--- src/rtl/masked_sbox_layer_sequencer.sv ---
// Skinny-64 masked S-box layer sequencer: feeds 16 nibbles, one at a time, through a shared
// clock-gated HPC2 S-box. Optional watchdog enabled by defining MASKED_SBOX_SEQ_WATCHDOG_EN.
module masked_sbox_layer_sequencer #(
    parameter int unsigned NIBBLES = 16,
    parameter int unsigned SHARES  = 3,
    parameter int unsigned LATENCY = 5,
    parameter int unsigned FRESH_W = 12
) (
    input  logic                          clk,
    input  logic                          rst,
    input  logic                          start,
    input  logic [SHARES*4*NIBBLES-1:0]   state_in,
    output logic                          busy,
    output logic                          done,
    output logic [SHARES*4*NIBBLES-1:0]   state_out,
    input  logic                          rnd_valid,
    output logic                          rnd_ready,
    input  logic [FRESH_W-1:0]            rnd_data,
    output logic [SHARES*4-1:0]           sbox_x,
    output logic [FRESH_W-1:0]            sbox_fresh,
    output logic                          sbox_rst,
    input  logic [SHARES*4-1:0]           sbox_y,
    input  logic                          sbox_synch,
    output logic                          err
);

    localparam int unsigned IDX_W   = (NIBBLES > 1) ? $clog2(NIBBLES) : 1;
    localparam int unsigned CNT_W   = $clog2(LATENCY + 3);
    localparam int unsigned LAYER_W = 4 * NIBBLES;
    localparam logic [IDX_W-1:0] IDX_LAST = IDX_W'(NIBBLES - 1);
`ifdef MASKED_SBOX_SEQ_WATCHDOG_EN
    localparam logic [CNT_W-1:0] CNT_LIMIT = CNT_W'(LATENCY + 2);
`endif

    typedef enum logic [2:0] {
        S_IDLE,
        S_FETCH,
        S_ARM,
        S_RUN,
        S_DONE
    } state_t;

    state_t                    state;
    logic [IDX_W-1:0]          idx;
    logic [CNT_W-1:0]          cnt;
    logic [SHARES*LAYER_W-1:0] state_q;
    logic [SHARES*4-1:0]       nib_in;
    logic                      sbox_rst_q;

    // Nibble idx of every share, kept share-separated.
    always_comb begin
        nib_in = '0;
        for (int unsigned s = 0; s < SHARES; s++) begin
            nib_in[s*4 +: 4] = state_q[s*LAYER_W + 4*32'(idx) +: 4];
        end
    end

    // rst feeds the gating controller directly so the S-box is held while rst is high.
    assign sbox_rst = sbox_rst_q | rst;

`ifdef MASKED_SBOX_SEQ_WATCHDOG_EN
    logic err_q;
    assign err = err_q;
`else
    assign err = 1'b0;
`endif

    always_ff @(posedge clk) begin
        if (rst) begin
            state      <= S_IDLE;
            idx        <= '0;
            cnt        <= '0;
            busy       <= 1'b0;
            done       <= 1'b0;
            rnd_ready  <= 1'b0;
            sbox_x     <= '0;
            sbox_fresh <= '0;
            sbox_rst_q <= 1'b0;
            state_out  <= '0;
            state_q    <= '0;
`ifdef MASKED_SBOX_SEQ_WATCHDOG_EN
            err_q      <= 1'b0;
`endif
        end else begin
            done <= 1'b0;
            case (state)
                S_IDLE: begin
                    if (start) begin
                        state_q   <= state_in;
                        idx       <= '0;
                        busy      <= 1'b1;
                        rnd_ready <= 1'b1;
                        state     <= S_FETCH;
`ifdef MASKED_SBOX_SEQ_WATCHDOG_EN
                        err_q     <= 1'b0;
`endif
                    end
                end
                S_FETCH: begin
                    // S-box inputs only move on an accepted word, so stalls hold them.
                    if (rnd_valid) begin
                        sbox_fresh <= rnd_data;
                        sbox_x     <= nib_in;
                        rnd_ready  <= 1'b0;
                        sbox_rst_q <= 1'b1;
                        state      <= S_ARM;
                    end
                end
                S_ARM: begin
                    sbox_rst_q <= 1'b0;
                    cnt        <= '0;
                    state      <= S_RUN;
                end
                S_RUN: begin
                    if (cnt != '1) begin
                        cnt <= cnt + 1'b1;
                    end
                    if (sbox_synch) begin
                        for (int unsigned s = 0; s < SHARES; s++) begin
                            state_out[s*LAYER_W + 4*32'(idx) +: 4] <= sbox_y[s*4 +: 4];
                        end
                        if (idx == IDX_LAST) begin
                            done  <= 1'b1;
                            state <= S_DONE;
                        end else begin
                            idx       <= idx + 1'b1;
                            rnd_ready <= 1'b1;
                            state     <= S_FETCH;
                        end
                    end
`ifdef MASKED_SBOX_SEQ_WATCHDOG_EN
                    else if (cnt == CNT_LIMIT) begin
                        err_q <= 1'b1;
                        busy  <= 1'b0;
                        state <= S_IDLE;
                    end
`endif
                end
                S_DONE: begin
                    busy  <= 1'b0;
                    state <= S_IDLE;
                end
                default: begin
                    busy      <= 1'b0;
                    rnd_ready <= 1'b0;
                    state     <= S_IDLE;
                end
            endcase
        end
    end

    a_inputs_stable_in_run: assert property (@(posedge clk) disable iff (rst)
        (state == S_RUN) |-> ($stable(sbox_x) && $stable(sbox_fresh)));

    a_done_implies_busy: assert property (@(posedge clk) disable iff (rst)
        done |-> busy);

endmodule

--- config.mk ---
export PLATFORM = sky130hd
export DESIGN_NAME = masked_sbox_layer_sequencer
export DESIGN_NICKNAME = d
export VERILOG_FILES = /design/src/rtl/masked_sbox_layer_sequencer.sv
export SDC_FILE = /design/constraint.sdc
export NUM_CORES = 1
export LEC_CHECK = 0
export BUFFER_PORTS_ARGS = -buffer_cell sky130_fd_sc_hd__buf_2
export CELL_PAD_IN_SITES_DETAIL_PLACEMENT = 0
export CELL_PAD_IN_SITES_GLOBAL_PLACEMENT = 2
export CORE_MARGIN = 8
export CORE_UTILIZATION = 31
export DETAILED_ROUTE_END_ITERATION = 8
export PLACE_DENSITY = 0.77
export SKIP_CTS_REPAIR_TIMING = 1
export SYNTH_ARGS = -nofsm -noshare
export SYNTH_HDL_FRONTEND = slang
export SYNTH_SLANG_ARGS = --single-unit
--- constraint.sdc ---
create_clock -name clk -period 3.8 [get_ports clk]
set_clock_uncertainty 0.2 [all_clocks]
set_input_delay 0.19 -clock clk [delete_from_list [all_inputs] [get_ports clk]]
set_output_delay 0.19 -clock clk [all_outputs]
set_load 0.005 [all_outputs]
==> metrics.cfg, run 1 <==
[floorplan]
num_io_pins=442
fp.dieH_um=260.0
core_um2=58910
start_util_pct=31.32
die_width_um=260.0
dieArea_um2=67590
rows=89

[synth]
synth.distinct_cells=83
ys.flop_type=dfxtp_1
yosysSeqAreaShare_pct=45.46
yosysTopAreaCell=dfxtp_1
synth-edff-count=0
synth_area_leaders=dfxtp_1 (45%), nand2_1 (11%), a21oi_1 (9.4%), mux4_2 (5.9%), nor2_1 (2.9%)
synthesis.nets=2455
synth_warnings=0
ys_ff_latch=419
synthCells=2226
avgSynthCellArea_um2=8.290
async_flop_share_pct=0
synth_top_area_share_pct=45.46
synthesis.area_um2=18450

[critical_path]
timing.reg2reg.setup_slack_ns=0.21
startpoint=idx[1]
worst_setup_path_start_kind=register
reg2reg_to=state_out[80]
r2r_cells=8
required_ns=4.02
arrival_ns=3.82
end_kind=register
critPathKind=reg2reg
reg2reg_from=idx[1]
crit_fanout=26

[timing]
fmax_mhz=278.3
setup_tns_ns=0
setup_viol=0
final_max_slew_viol_count=0
relSlewSlack_pct=23.85
fin_ws_ns=0.2073
rsz0062_at_grt=false
min_period_over_period_pct=94.54
finalHoldViolCount=0
worstMarginPinSlew_ns=1.142
period_minus_slack_ns=3.593

[cts]
cts_sinks=419
cts_tree=yes
cts_inserted_buffers=47
clk_pin_slew_ns=0.06
clkLatencyLatePin_ns=0.60
clockRootBuffer=clkbuf_16
cts_buffer_depth=3
cts_max_level=2

[pwr]
power.density_nw_per_um2=410.1
finalPower_mw=10.35
p_leak_nw=9.873
vdd_ir_drop_max_v=0.0003109

[drt]
dr.pass1.iters=5
via_per_inst=5.310
vias=19260
routedWlPerCell_um=22.38
drc=0
wirelength_um=81180
drt_iter0_drc=1543
postRouteAntennaNets=0

[global_routing]
antenna_found_initial=4
track_usage_pct=22.21
grt_pass1_vias=18100
gr-total-overflow=0
grt_max_degree=193
grt_pass1_wl_um=116200

[place]
dp_worst_setup_slack_ns=0.3090
dp_hpwl_um=57050
gp_congestion=0.9327
portBuffers=440

[finish]
nets=3041
syn_to_final_growth_pct=36.72
drive_above_1_share_pct=23.58

[min_path]
hold_path.class=in2reg
hold_start=sbox_y[8]
hold_depth=3
worstHoldEndpoint=state_out[152]

[run_status]
status=complete, no violations

[run]
drv_cap=0

[cell usage after synthesis (11+ instances only)]
library cell,n
nand3b_1,11
nor2b_1,14
nand3_1,81
a211oi_1,22
nand2_1,519
nor2_1,144
nand4_1,15
a22o_1,38
inv_1,16
o21ai_0,22
or2_2,12
a21oi_1,345
buf_2,46
a31oi_1,11
nand2b_1,23
mux4_2,48
clkbuf_1,123
nor3_1,57
a22oi_1,67
dfxtp_1,419
o22ai_1,11
[cells by family (layout without fill, tap and decap cells)]
group / Yosys count / in the layout / share of synthesized area [%]
muxes: 58 / 58 / 6.401
and+or+nand+nor: 936 / 936 / 22.47
other: 1 / 5 / 0.02032
adders and majority gates: 8 / 8 / 0.5425
xor gates and xnor gates: 1 / 1 / 0.04747
buffers and inverters: 198 / 822 / 4.401
AOI/OAI and AO/OA: 605 / 605 / 20.66
DFF: 419 / 419 / 45.46
[worst max path at each step]
stage,end,slack [ns],cells after the start
finish,state_out[80],0.21,8
global route,state_out[83],0.12,8
CTS,state_out[81],0.29,8
detailed placement,state_out[81],0.31,8
global placement,state_out[81],0.24,8
floorplan,state_out[88],0.51,14
[area by class of cell]
cell class	instances	area, µm²
tap	773	967.2
sequential	419	8393
inverter	17	63.81
timing repair buffer	718	4917
clock inverter	20	244.0
antenna	4	10.01
clock buffer	67	1361
multi-input combinational	1609	9271
fill	5864	33680
[critical path: stages (launching register included)]
cell	delay, ns
dfxtp_4	0.39
inv_1	0.09
ha_1	0.17
buf_4	0.31
or3b_2	0.78
o21ai_0	0.84
nor2_1	0.39
nor2_1	0.18
a211oi_1	0.07
[stage by stage]
step           hold slack (ns)  area, µm²  cells  util, %
6_report              0.003145      25230   3627    42.83
2_1_floorplan           0.1260      18450   2226        -
5_1_grt               0.009742      25220   3625    42.82
3_3_place_gp            0.2326      21390   3314    36.31
3_5_place_dp            0.2375      21390   3314    36.31
4_1_cts                -0.4041      23000   3401    39.04
[placed cells by master, fill, tap and decap left out, drive strengths merged, types with 6 or more instances in the layout]
cell type      n
nand2        519
buf          496
dfxtp        419
a21oi        346
dlygate4sd3  222
nor2         145
nand3         81
a22oi         67
clkbuf        67
nor3          62
mux4          48
a22o          38
a211oi        25
nand2b        23
o21ai         23
inv           19
nand4         15
nor2b         14
or2           13
clkinv        13
a31oi         12
nand3b        11
o22ai         11
mux2i         10
and3           9
a32oi          8
ha             8
o31ai          8
nor4           8
o2111ai        7
o211ai         7
o32ai          6
a31o           6
a2111oi        6
[power by group]
| part | total, mW | switching [mW] | internal (mW) |
|---|---|---|---|
| clock | 4.72 | 1.93 | 2.79 |
| sequential | 4.63 | 0.0809 | 4.55 |
| combinational | 1.00 | 0.560 | 0.441 |
| total | 10.3 | 2.57 | 7.77 |
[state kept, by name (all words and copies together), names as in the netlist]
name and count:
state 3, idx 4, done 1, rnd_ready 1
sbox_fresh 12, busy 1, sbox_x 12, state_out 192
state_q 192, sbox_rst_q 1
[routing by layer]
metal  vias up  share of wire (%)  global-route usage [%]
met2       713                 49                   37.97
met4         4                4.1                   8.560
met1      9290                 41                   27.20
li1       9076                  -                       -
met5         -              0.028                       0
met3       176                6.3                   4.565
No activity file was read; power rests on OpenSTA's default activity.
==> run 2: changes to the inputs <==
--- a/config.mk
+++ b/config.mk
@@ -9,8 +9,7 @@
 export CELL_PAD_IN_SITES_DETAIL_PLACEMENT = 0
-export CELL_PAD_IN_SITES_GLOBAL_PLACEMENT = 2
+export CELL_PAD_IN_SITES_GLOBAL_PLACEMENT = 1
 export CORE_MARGIN = 8
-export CORE_UTILIZATION = 31
+export CORE_UTILIZATION = 39
 export DETAILED_ROUTE_END_ITERATION = 8
-export PLACE_DENSITY = 0.77
-export SKIP_CTS_REPAIR_TIMING = 1
+export PLACE_DENSITY = 0.76
 export SYNTH_ARGS = -nofsm -noshare
--- a/constraint.sdc
+++ b/constraint.sdc
@@ -4,2 +4,2 @@
 set_output_delay 0.19 -clock clk [all_outputs]
-set_load 0.005 [all_outputs]
+set_load 0.1 [all_outputs]
==> metrics.cfg, run 2 (same netlist as run 1, synthesis figures left out) <==
[floorplan]
fp.dieH_um=233.5  ; -10%
dieArea_um2=54530  ; -19%
num_io_pins=442  ; unchanged
core_um2=46650  ; -21%
start_util_pct=39.55  ; +8.2 points
rows=79  ; -11%
die_width_um=233.5  ; -10%

[pwr]
finalPower_mw=10.22  ; -1.2%
p_leak_nw=10.09  ; +2.2%
power.density_nw_per_um2=403.1  ; -1.7%
vdd_ir_drop_max_v=0.0002829  ; -9.0%

[global_routing]
gr-total-overflow=0  ; unchanged
track_usage_pct=26.68  ; +4.5 points
grtUsageMet1_pct=31.93  ; +4.7 points
busiest_layer=met2
grt_pass1_vias=19360  ; +7.0%
grt_max_degree=193  ; unchanged
antenna_found_initial=3  ; -1
grt_pass1_wl_um=113800  ; -2.0%
use_met3_pct=5.896  ; +1.3 points
use_met2_pct=45.06  ; +7.1 points

[finish]
final_cell_mix=nand2_1 (519), buf_2 (439), dfxtp_1 (417), a21oi_1 (345), dlygate4sd3_1 (265)
syn_to_final_growth_pct=37.38
final_util_pct=54.34  ; +12 points
stdcell_count=3500  ; -3.5%
drive_above_1_share_pct=23.01  ; -0.57 points
multi_input_area_um2=9275  ; about the same
largestRegisters=state_out: 192 flops, state_q: 192 flops
fillers=4324  ; -26%
mostFrequentLayoutCell=nand2_1
nets=3083  ; +1.4%
final-seq-area_um2=8393  ; unchanged

[place]
dp_cells=3149  ; -5.0%
portBuffers=440  ; unchanged
dp_hpwl_um=53380  ; -6.4%
gp_congestion=0.9973  ; +6.9%

[cts]
cts_tree=yes
clkLatencyLatePin_ns=0.58  ; -0.02 ns
cts_sinks=419  ; unchanged
cts_buffer_depth=3  ; unchanged
clk_pin_slew_ns=0.06  ; about the same
cts_max_level=2  ; unchanged
cts_inserted_buffers=45  ; -4.3%
clockRootBuffer=clkbuf_16

[timing]
finalHoldViolCount=0  ; unchanged
fmax_mhz=275.0  ; -1.2%
whs_ns=0.07380  ; +0.07065 ns
period_minus_slack_ns=3.636  ; +0.04367 ns
relSlewSlack_pct=39.66  ; +16 points
final_max_slew_viol_count=0  ; unchanged
setup_tns_ns=0  ; unchanged
rsz0062_at_grt=false
worstMarginPinSlew_ns=0.9051  ; -0.2371 ns
setup_viol=0  ; unchanged
min_period_over_period_pct=95.69  ; +1.1 points

[drt]
drt_iter0_drc=1649  ; +6.9%
wirelength_um=75920  ; -6.5%
dr.pass1.iters=5  ; unchanged
via_per_inst=5.572  ; +4.9%
routedWlPerCell_um=21.69  ; -3.1%
drc=0  ; unchanged
vias=19500  ; +1.3%
postRouteAntennaNets=0  ; unchanged

[run]
drv_cap=0  ; unchanged

[min_path]
hold_path.class=in2reg

[critical_path]
worst_setup_path_start_kind=register
end_kind=register
crit_fanout=23  ; -12%
required_ns=4.07  ; +0.05 ns
critPathKind=reg2reg
arrival_ns=3.90  ; +0.08 ns

[run_status]
status=complete, no violations

run 2: changes by cell type in the layout (fill, tap and decap cells not counted), sizes merged:
cell / before / now
inv: 19 / 17
clkbuf: 67 / 70
bufinv: 4 / 3
clkinv: 13 / 10
buf: 496 / 497
dlygate4sd3: 222 / 265
diode: 4 / 3
clkinvlp: 1 / 0
run 2: power by group:
| group | switching (mW) | internal (mW) | total [mW] |
|---|---|---|---|
| Combinational | 0.647 | 0.474 | 1.12 |
| Sequential | 0.0818 | 4.55 | 4.63 |
| Clock | 1.82 | 2.65 | 4.47 |
| Total | 2.55 | 7.67 | 10.2 |
run 2: metal layers:
layer	vias up	part of all wire, %
met5	-	0
met1	9359	40
met4	0	4.8
met2	796	48
li1	9150	-
met3	197	7.3
run 2: layout make-up:
| type | instances | share of cell area (%) |
|---|---|---|
| clock buffers | 70 | 5.335 |
| inverters | 17 | 0.2517 |
| clock inverters | 13 | 0.5676 |
| flip-flops and latches | 419 | 33.11 |
| repair buffers | 762 | 21.12 |
| diodes | 3 | 0.02961 |
| multi-input cells | 1609 | 36.59 |
| well taps | 607 | 2.996 |
run 2: metrics by stage:
step	setup slack [ns]	cell area, µm²
after floorplan	0.4829	18450
after global placement	0.5616	21190
after detailed placement	0.4442	21190
after global routing	0.005105	25350
after CTS	0.02463	25340
final	0.1637	25350
run 2: worst max-delay path, cell delays in order, from the launching register on:
cell and delay, ns:
dfxtp_4 0.63, nor3_1 0.14, ha_1 0.49, or4b_4 0.64, nor3_1 0.20, nand3_1 0.34
mux2i_1 0.25, nor2_1 0.05, dlygate4sd3_1 0.58
run 2: worst paths after layout:
check / start / end / slack [ns] / cells past startpoint
worst max-delay path: idx[1] / state_out[0] / 0.16 / 8
worst min-delay path: sbox_y[10] / state_out[134] / 0.07 / 3
worst max register to register: idx[1] / state_out[0] / 0.16 / 8
worst min register to register: state_out[153] / state_out[153] / 0.25 / 2
run 2: timing repair:
| action | 4_1_cts | 5_1_grt |
|---|---|---|
| hold buffers | 265 | 0 |
| endpoints found under the setup margin | 0 | 1 |
| gates resized for setup | 0 | 1 |
| buffers inserted | 0 | 0 |
| endpoints found under the hold margin | 270 | 0 |
